### src/rtl/uc_collector.sv
// Per-engine unit-literal FIFOs with a round-robin selector feeding one registered
// output stage toward uc_arbiter; a conflict flush empties everything.
module uc_collector #(
   parameter int NUM_ENGINE = 4,
   parameter int LIT_IDX_MAX = 1024,
   parameter int DEPTH = 4,
   localparam int LW = $clog2(LIT_IDX_MAX) + 1,
   localparam int SW = $clog2(NUM_ENGINE)
) (
   input  logic                  clk,
   input  logic                  rst,
   input  logic [NUM_ENGINE-1:0] eng_push,
   input  logic signed [LW-1:0]  eng_lit [NUM_ENGINE],
   output logic [NUM_ENGINE-1:0] eng_full,
   input  logic [NUM_ENGINE-1:0] engmask,
   input  logic                  uca_rd,
   input  logic                  flush,
   output logic                  eng2uca_valid,
   output logic                  eng2uca_empty,
   output logic signed [LW-1:0]  eng2uca,
   output logic [SW-1:0]         eng_sel,
   output logic                  overflow
);

   localparam int PW = $clog2(DEPTH) + 1;
   localparam logic [PW-1:0] PTR_ONE = 1;

   typedef enum logic {EMPTY, HOLD} state_t;

   state_t state, next_state;

   logic signed [LW-1:0] mem [NUM_ENGINE][DEPTH];
   logic [PW-1:0] wr_ptr [NUM_ENGINE];
   logic [PW-1:0] rd_ptr [NUM_ENGINE];

   logic [NUM_ENGINE-1:0] full, empty, eligible, accept, drop, pop;
   logic [SW-1:0] rr_ptr, winner;
   logic [SW:0] cand;
   logic any_elig, load;

   // Extra pointer MSB separates the full case from the empty case.
   always_comb begin
      full = '0;
      empty = '0;
      accept = '0;
      drop = '0;
      for (int i = 0; i < NUM_ENGINE; i++) begin
         full[i] = (wr_ptr[i][PW-2:0] == rd_ptr[i][PW-2:0]) &&
                   (wr_ptr[i][PW-1] != rd_ptr[i][PW-1]);
         empty[i] = (wr_ptr[i] == rd_ptr[i]);
         accept[i] = eng_push[i] && !full[i] && (eng_lit[i] != '0) && !flush;
         drop[i] = eng_push[i] && full[i] && (eng_lit[i] != '0);
      end
   end

   assign eligible = engmask & ~empty;

   always_comb begin
      any_elig = 1'b0;
      winner = '0;
      cand = '0;
      for (int k = 1; k <= NUM_ENGINE; k++) begin
         cand = {1'b0, rr_ptr} + (SW+1)'(k);
         if (cand >= (SW+1)'(NUM_ENGINE))
            cand = cand - (SW+1)'(NUM_ENGINE);
         if (!any_elig && eligible[cand[SW-1:0]]) begin
            any_elig = 1'b1;
            winner = cand[SW-1:0];
         end
      end
   end

   always_ff @(posedge clk) begin
      if (!rst)
         state <= EMPTY;
      else if (flush)
         state <= EMPTY;
      else
         state <= next_state;
   end

   always_comb begin
      next_state = state;
      case (state)
         EMPTY:   next_state = any_elig ? HOLD : EMPTY;
         HOLD:    if (uca_rd) next_state = any_elig ? HOLD : EMPTY;
         default: next_state = EMPTY;
      endcase
   end

   always_comb begin
      load = 1'b0;
      case (state)
         EMPTY:   load = any_elig;
         HOLD:    load = uca_rd && any_elig;
         default: load = 1'b0;
      endcase
      load = load && !flush;
      pop = '0;
      for (int i = 0; i < NUM_ENGINE; i++)
         pop[i] = load && (winner == SW'(i));
   end

   assign eng2uca_valid = (state == HOLD);
   assign eng2uca_empty = ~eng2uca_valid;
   assign eng_full = full;

   always_ff @(posedge clk) begin
      for (int i = 0; i < NUM_ENGINE; i++)
         if (rst && accept[i])
            mem[i][wr_ptr[i][PW-2:0]] <= eng_lit[i];
   end

   // Fullness comes from start-of-cycle state, so a pop never rescues a push to a full FIFO.
   always_ff @(posedge clk) begin
      if (!rst || flush) begin
         for (int i = 0; i < NUM_ENGINE; i++) begin
            wr_ptr[i] <= '0;
            rd_ptr[i] <= '0;
         end
         rr_ptr <= SW'(NUM_ENGINE - 1);
         eng2uca <= '0;
         eng_sel <= '0;
         overflow <= 1'b0;
      end else begin
         for (int i = 0; i < NUM_ENGINE; i++) begin
            if (accept[i])
               wr_ptr[i] <= wr_ptr[i] + PTR_ONE;
            if (pop[i])
               rd_ptr[i] <= rd_ptr[i] + PTR_ONE;
         end
         if (|drop)
            overflow <= 1'b1;
         if (load) begin
            eng2uca <= mem[winner][rd_ptr[winner][PW-2:0]];
            eng_sel <= winner;
            rr_ptr <= winner;
         end
      end
   end

endmodule

### config.mk
export PLATFORM = sky130hd
export DESIGN_NAME = uc_collector
export DESIGN_NICKNAME = d
export VERILOG_FILES = /design/src/rtl/uc_collector.sv
export SDC_FILE = /design/constraint.sdc
export NUM_CORES = 1
export LEC_CHECK = 0
export BUFFER_PORTS_ARGS = -buffer_cell sky130_fd_sc_hd__buf_2
export CORE_MARGIN = 2
export CORE_UTILIZATION = 60
export DETAILED_ROUTE_END_ITERATION = 7
export GPL_TIMING_DRIVEN = 0
export HOLD_SLACK_MARGIN = 0.03
export PLACE_DENSITY = 0.89
export SYNTH_ARGS = -nofsm -noshare
export SYNTH_HDL_FRONTEND = slang
export SYNTH_SLANG_ARGS = --single-unit
### constraint.sdc
create_clock -name clk -period 3.7 [get_ports clk]
set_input_delay 0.74 -clock clk [delete_from_list [all_inputs] [get_ports clk]]
set_output_delay 0.74 -clock clk [all_outputs]
set_load 0.1 [all_outputs]
# After elaboration in Yosys (flattened, before gate mapping)
# Memory sizes are Yosys's and may differ from the RTL's.
# Index checks and enable logic that the tools add are counted.
totals:
  inputBits: 56
  ramBits: 200
  out_inout_bits: 20
  ff_bits: 17
  memories: 3
  wordCells: 208
mem_list:
  columns: ["name", "depth", "width", "read_ports", "rd_clocked_by_memory_dff", "wr", "line", "rtl"]
  rows:
  - ["mem", 4, 44, 1, 0, 4, "32", "logic signed [LW-1:0] mem [NUM_ENGINE][DEPTH];"]
  - ["rd_ptr", 4, 3, 5, 0, 4, "34", "logic [PW-1:0] rd_ptr [NUM_ENGINE];"]
  - ["wr_ptr", 4, 3, 4, 0, 4, "33", "logic [PW-1:0] wr_ptr [NUM_ENGINE];"]
classes:
  n_mux: 77
  bitwise: 17
  eq_ne: 15
  n_lt_le_gt_ge: 17
  n_reduce_logical: 58
  addsub: 16
op_table:
  columns: ["op", "count"]
  rows:
  - ["$mux 44", 4]
  - ["$demux 11 s2", 4]
  - ["$mux 11", 6]
  - ["$reduce_bool 11->1", 4]
  - ["$logic_and 1x1->1", 41]
  - ["$mux 1", 40]
  - ["$ge 3x3->1 const B", 9]
  - ["$add 3x1->3 const B", 8]
  - ["$mux 3", 8]
  - ["$bmux 11 s2", 1]
  - ["$mux 2", 8]
  - ["$not 2->3", 5]
  - ["$eq 3x3->1", 4]
  - ["$lt 2x3->1 const B", 4]
  - ["$lt 3x1->1 const B", 4]
  - ["$logic_not 1->1", 9]
  - ["$bmux 1 s2", 4]
  - ["$eq 2x2->1", 4]
  - ["$or 1x1->1", 8]
  - ["$sub 2x1->2 const B", 4]
  - ["$add 2x2->3 const B", 2]
  - ["$and 4x4->4", 1]
  - ["$eq 2x2->1 const B", 2]
  - ["$ne 1x1->1", 4]
  - ["other kinds (10)", 12]

# Longest topological paths before layout
# An unclocked memory read counts as a cell.
logic_depth:
  ltp_word: 24
  ltp_mapped: 11
  ltp_nobuf: 9

# Least setup slack after synthesis
# OpenSTA, ideal clock, no wires.
synth_timing:
  path_kind: "flip-flop to flip-flop"
  from: "memory wr_ptr[3][2] (netlist bit)"
  to: "memory mem[3][0] (netlist bit) (enable)"
  n_path_buf: 0
  required_time_ns: 3.407
  arrival_ns: 3.660
  path_slack_ns: -0.253
  path_stages_with_launch: 6
  period_less_slack_ns: 3.953
  cell_sequence: "edfxtp_1 -> xor2_1 -> nor3b_1 -> nand2b_1 -> nor2_1 -> and2_1"
synth_rtl:
  columns: ["item", "line"]
  rows:
  - ["start: declaration", "33"]
  - ["end: declaration", "32"]

==> results.ini <==
[run_status]
status = finished clean

[drt]
detail_route.wl_per_cell_um = 23.3
vias_per_cell = 6.32
dr.pass1.iters = 7
ant_nets = 0
drc = 0
drt-initial-drc-count = 869
vias = 6624
routed_wirelength_mm = 24.4

[placed_design]
hpwl_mm = 17.8
dpl_worst_slack_ns = 0.418
port_buffers = 75
finalWeightedCongestion = 0.936

[sta]
tightest_slew_ns = 0.724
fmax_mhz = 300
final_max_slew_viol_count = 0
hold_violations = 0
fin_skew_ns = 0.0256
period_needed_ns = 3.34
setup_violations = 0
finalCritPeriodShare_pct = 90.2
fin_setup_tns_ns = 0
rsz0062_at_grt = false
slew-limit-headroom_pct = 51.1
setup_slack_ns = 0.363

[die]
die_area_um2 = 16500
ios = 76
fp-row-count = 45
die_x_um = 128
core_um2 = 15100
die_y_um = 128
initial_core_util_pct = 61.3

[cts]
hold_buffers = 0
postCtsResizedCells = 0
cts_buffer_depth = 3
clk_pin_slew_ns = 0.06
root_buffer = clkbuf_16
clk-insertion-delay-late_ns = 0.52
numCtsBuffers = 22
htreeDepth = 1
cts.sinks = 217
post_cts_buffers = 0
cts_tree = yes

[logic_synthesis]
syn-cell-area_um2 = 9290
synthesis.nets = 823
postSynthAreaPerCell_um2 = 12.4
yosysWarnings = 0
ys_seq_elements = 217
postSynth.asyncResetShare_pct = 0
synth_cell_types = 44
seq_area_frac_synth_pct = 68.3
synthFlopType = edfxtp_1
synth_edf_count = 200
synthCells = 747

[grt]
grt_use_total_pct = 30.2
grt_max_degree = 14
antenna_found_initial = 0
overflow = 0
grt_pass1_wl_mm = 36.6
grt_pass1_vias = 6653

[final_layout]
fillCellCount = 1092
synthToLayoutAreaGrowth_pct = 13.5
layout-drive-gt1-share_pct = 15.1
nNetsFinal = 922
antenna_cells = 0

[critical_path]
startpoint_type = flop
cp.arrival_ns = 3.48
crit_type = reg2reg
critical_path.max_fanout = 10
cp.required_ns = 3.84
crit_path_end_kind = flop

[pwr]
p_total_w = 0.00620
seqPwrFrac_pct = 45.2
ir_drop_mv = 0.468
total_leakage_power_nw = 3.95
power_density_nw_per_um2 = 588
p_sw_share_pct = 31.5
p_int_w = 0.00425
combPwrFrac_pct = 22.7
p_clk_share_pct = 32.1
switching_power_w = 0.00195

[flow_run]
drv_cap = 0

[hold_path]
hp-class = in2reg

-- cells in the mapped netlist, types with 2 or more instances --
cell / count / area share (%)
nor2_1: 27 / 1.1
buf_2: 21 / 1.1
dfxtp_1: 17 / 3.7
and2_1: 20 / 1.3
o31ai_2: 2 / 0.27
nor3_1: 11 / 0.59
clkbuf_1: 18 / 0.73
nand2b_1: 6 / 0.40
o31ai_1: 2 / 0.16
nor3b_1: 2 / 0.16
xnor2_1: 8 / 0.75
inv_1: 18 / 0.73
a21oi_2: 2 / 0.19
nand2_1: 148 / 6.0
or3_1: 2 / 0.13
o21ai_1: 13 / 0.70
a21oi_1: 111 / 6.0
a221o_1: 22 / 2.4
o31a_1: 2 / 0.19
nor4_1: 8 / 0.54
nor2b_1: 3 / 0.20
a211o_1: 12 / 1.1
o21ai_0: 15 / 0.81
mux2i_1: 3 / 0.32
ha_1: 20 / 2.7
a31oi_1: 2 / 0.13
o41ai_1: 2 / 0.19
nand3_1: 4 / 0.22
xor2_1: 12 / 1.1
edfxtp_1: 200 / 65
-- worst paths after layout --
kind	endpoint	cells past startpoint	start	slack [ns]
max	rd_ptr[2][0]	9	rd_ptr[3][0]	0.36
max reg2reg	rd_ptr[2][0]	9	rd_ptr[3][0]	0.36
min	mem[3][43]	1	eng_lit[10]	0.46
min reg2reg	eng2uca[1]	1	eng2uca[1]	0.46
-- layout by cell type (no fill, tap or decap), drive strengths merged, types with 11 or more instances in the layout --
| cell type | count |
|---|---|
| a211o | 12 |
| a21oi | 113 |
| a221o | 22 |
| and2 | 20 |
| buf | 97 |
| clkbuf | 49 |
| dfxtp | 17 |
| edfxtp | 200 |
| ha | 20 |
| inv | 18 |
| nand2 | 148 |
| nor2 | 27 |
| nor3 | 11 |
| o21ai | 28 |
| xor2 | 12 |
-- critical path, cell delays in order (launching register included) --
cell	delay [ns]
edfxtp_1	0.48
xor2_1	0.24
o311ai_0	0.46
o32a_1	0.29
o211a_1	0.18
buf_4	0.17
buf_2	0.27
buf_2	0.35
nand2_1	0.13
o21ai_0	0.41
-- area by class of cell --
class / instances / area, um2 / area share (%)
clock buffer: 31 / 594 / 5.64
multi-input combinational: 472 / 2710 / 25.7
timing repair buffer: 75 / 375 / 3.56
sequential: 217 / 6350 / 60.2
buffer: 40 / 180 / 1.71
inverter: 18 / 67.6 / 0.641
tap: 188 / 235 / 2.23
clock inverter: 7 / 40.0 / 0.380
-- logic make-up (layout without fill, tap and decap cells) --
| logic type | count (synthesis) | after routing | synth area share (%) |
|---|---|---|---|
| buf+inv | 58 | 171 | 2.67 |
| xor+xnor | 20 | 20 | 1.89 |
| compound gates | 197 | 197 | 13.4 |
| simple gates | 232 | 232 | 10.7 |
| flops | 217 | 217 | 68.3 |
| fa+ha+maj | 20 | 20 | 2.69 |
| mux | 3 | 3 | 0.323 |
-- state kept, by name, indices dropped and copies added, names as in the netlist --
| register | count |
|---|---|
| rr_ptr | 2 |
| overflow | 1 |
| mem | 176 |
| eng_sel | 2 |
| wr_ptr | 12 |
| rd_ptr | 12 |
| eng2uca_valid | 1 |
| eng2uca | 11 |
-- metal layers --
metal / vias to the layer above / part of all wire (%) / GRT usage, %
li1: 2944 / - / -
met1: 3168 / 37 / 38.4
met2: 403 / 50 / 51.9
met3: 109 / 7.7 / 4.24
met4: 0 / 5.6 / 13.8
met5: - / 0 / 0
-- metrics by stage --
| stage | instance area, um2 | cells | hold slack (ns) | util, % |
|---|---|---|---|---|
| after floorplan | 9300 | 747 | 0.513 | - |
| after global placement | 9910 | 1010 | 0.439 | 65.4 |
| after detailed placement | 9910 | 1010 | 0.446 | 65.4 |
| after CTS | 10500 | 1048 | 0.449 | 69.6 |
| after global routing | 10500 | 1048 | 0.448 | 69.6 |
| final | 10500 | 1048 | 0.458 | 69.6 |
-- power groups by stage --
stage / clock network (W) / registers (W) / logic (W)
after floorplan: 0 / 0.00296 / 0.000803
after global placement: 0 / 0.00285 / 0.00133
after detailed placement: 0 / 0.00285 / 0.00136
after CTS: 0.00200 / 0.00280 / 0.00138
after global routing: 0.00209 / 0.00281 / 0.00149
final: 0.00199 / 0.00280 / 0.00141
No activity file was read; power rests on OpenSTA's default activity.
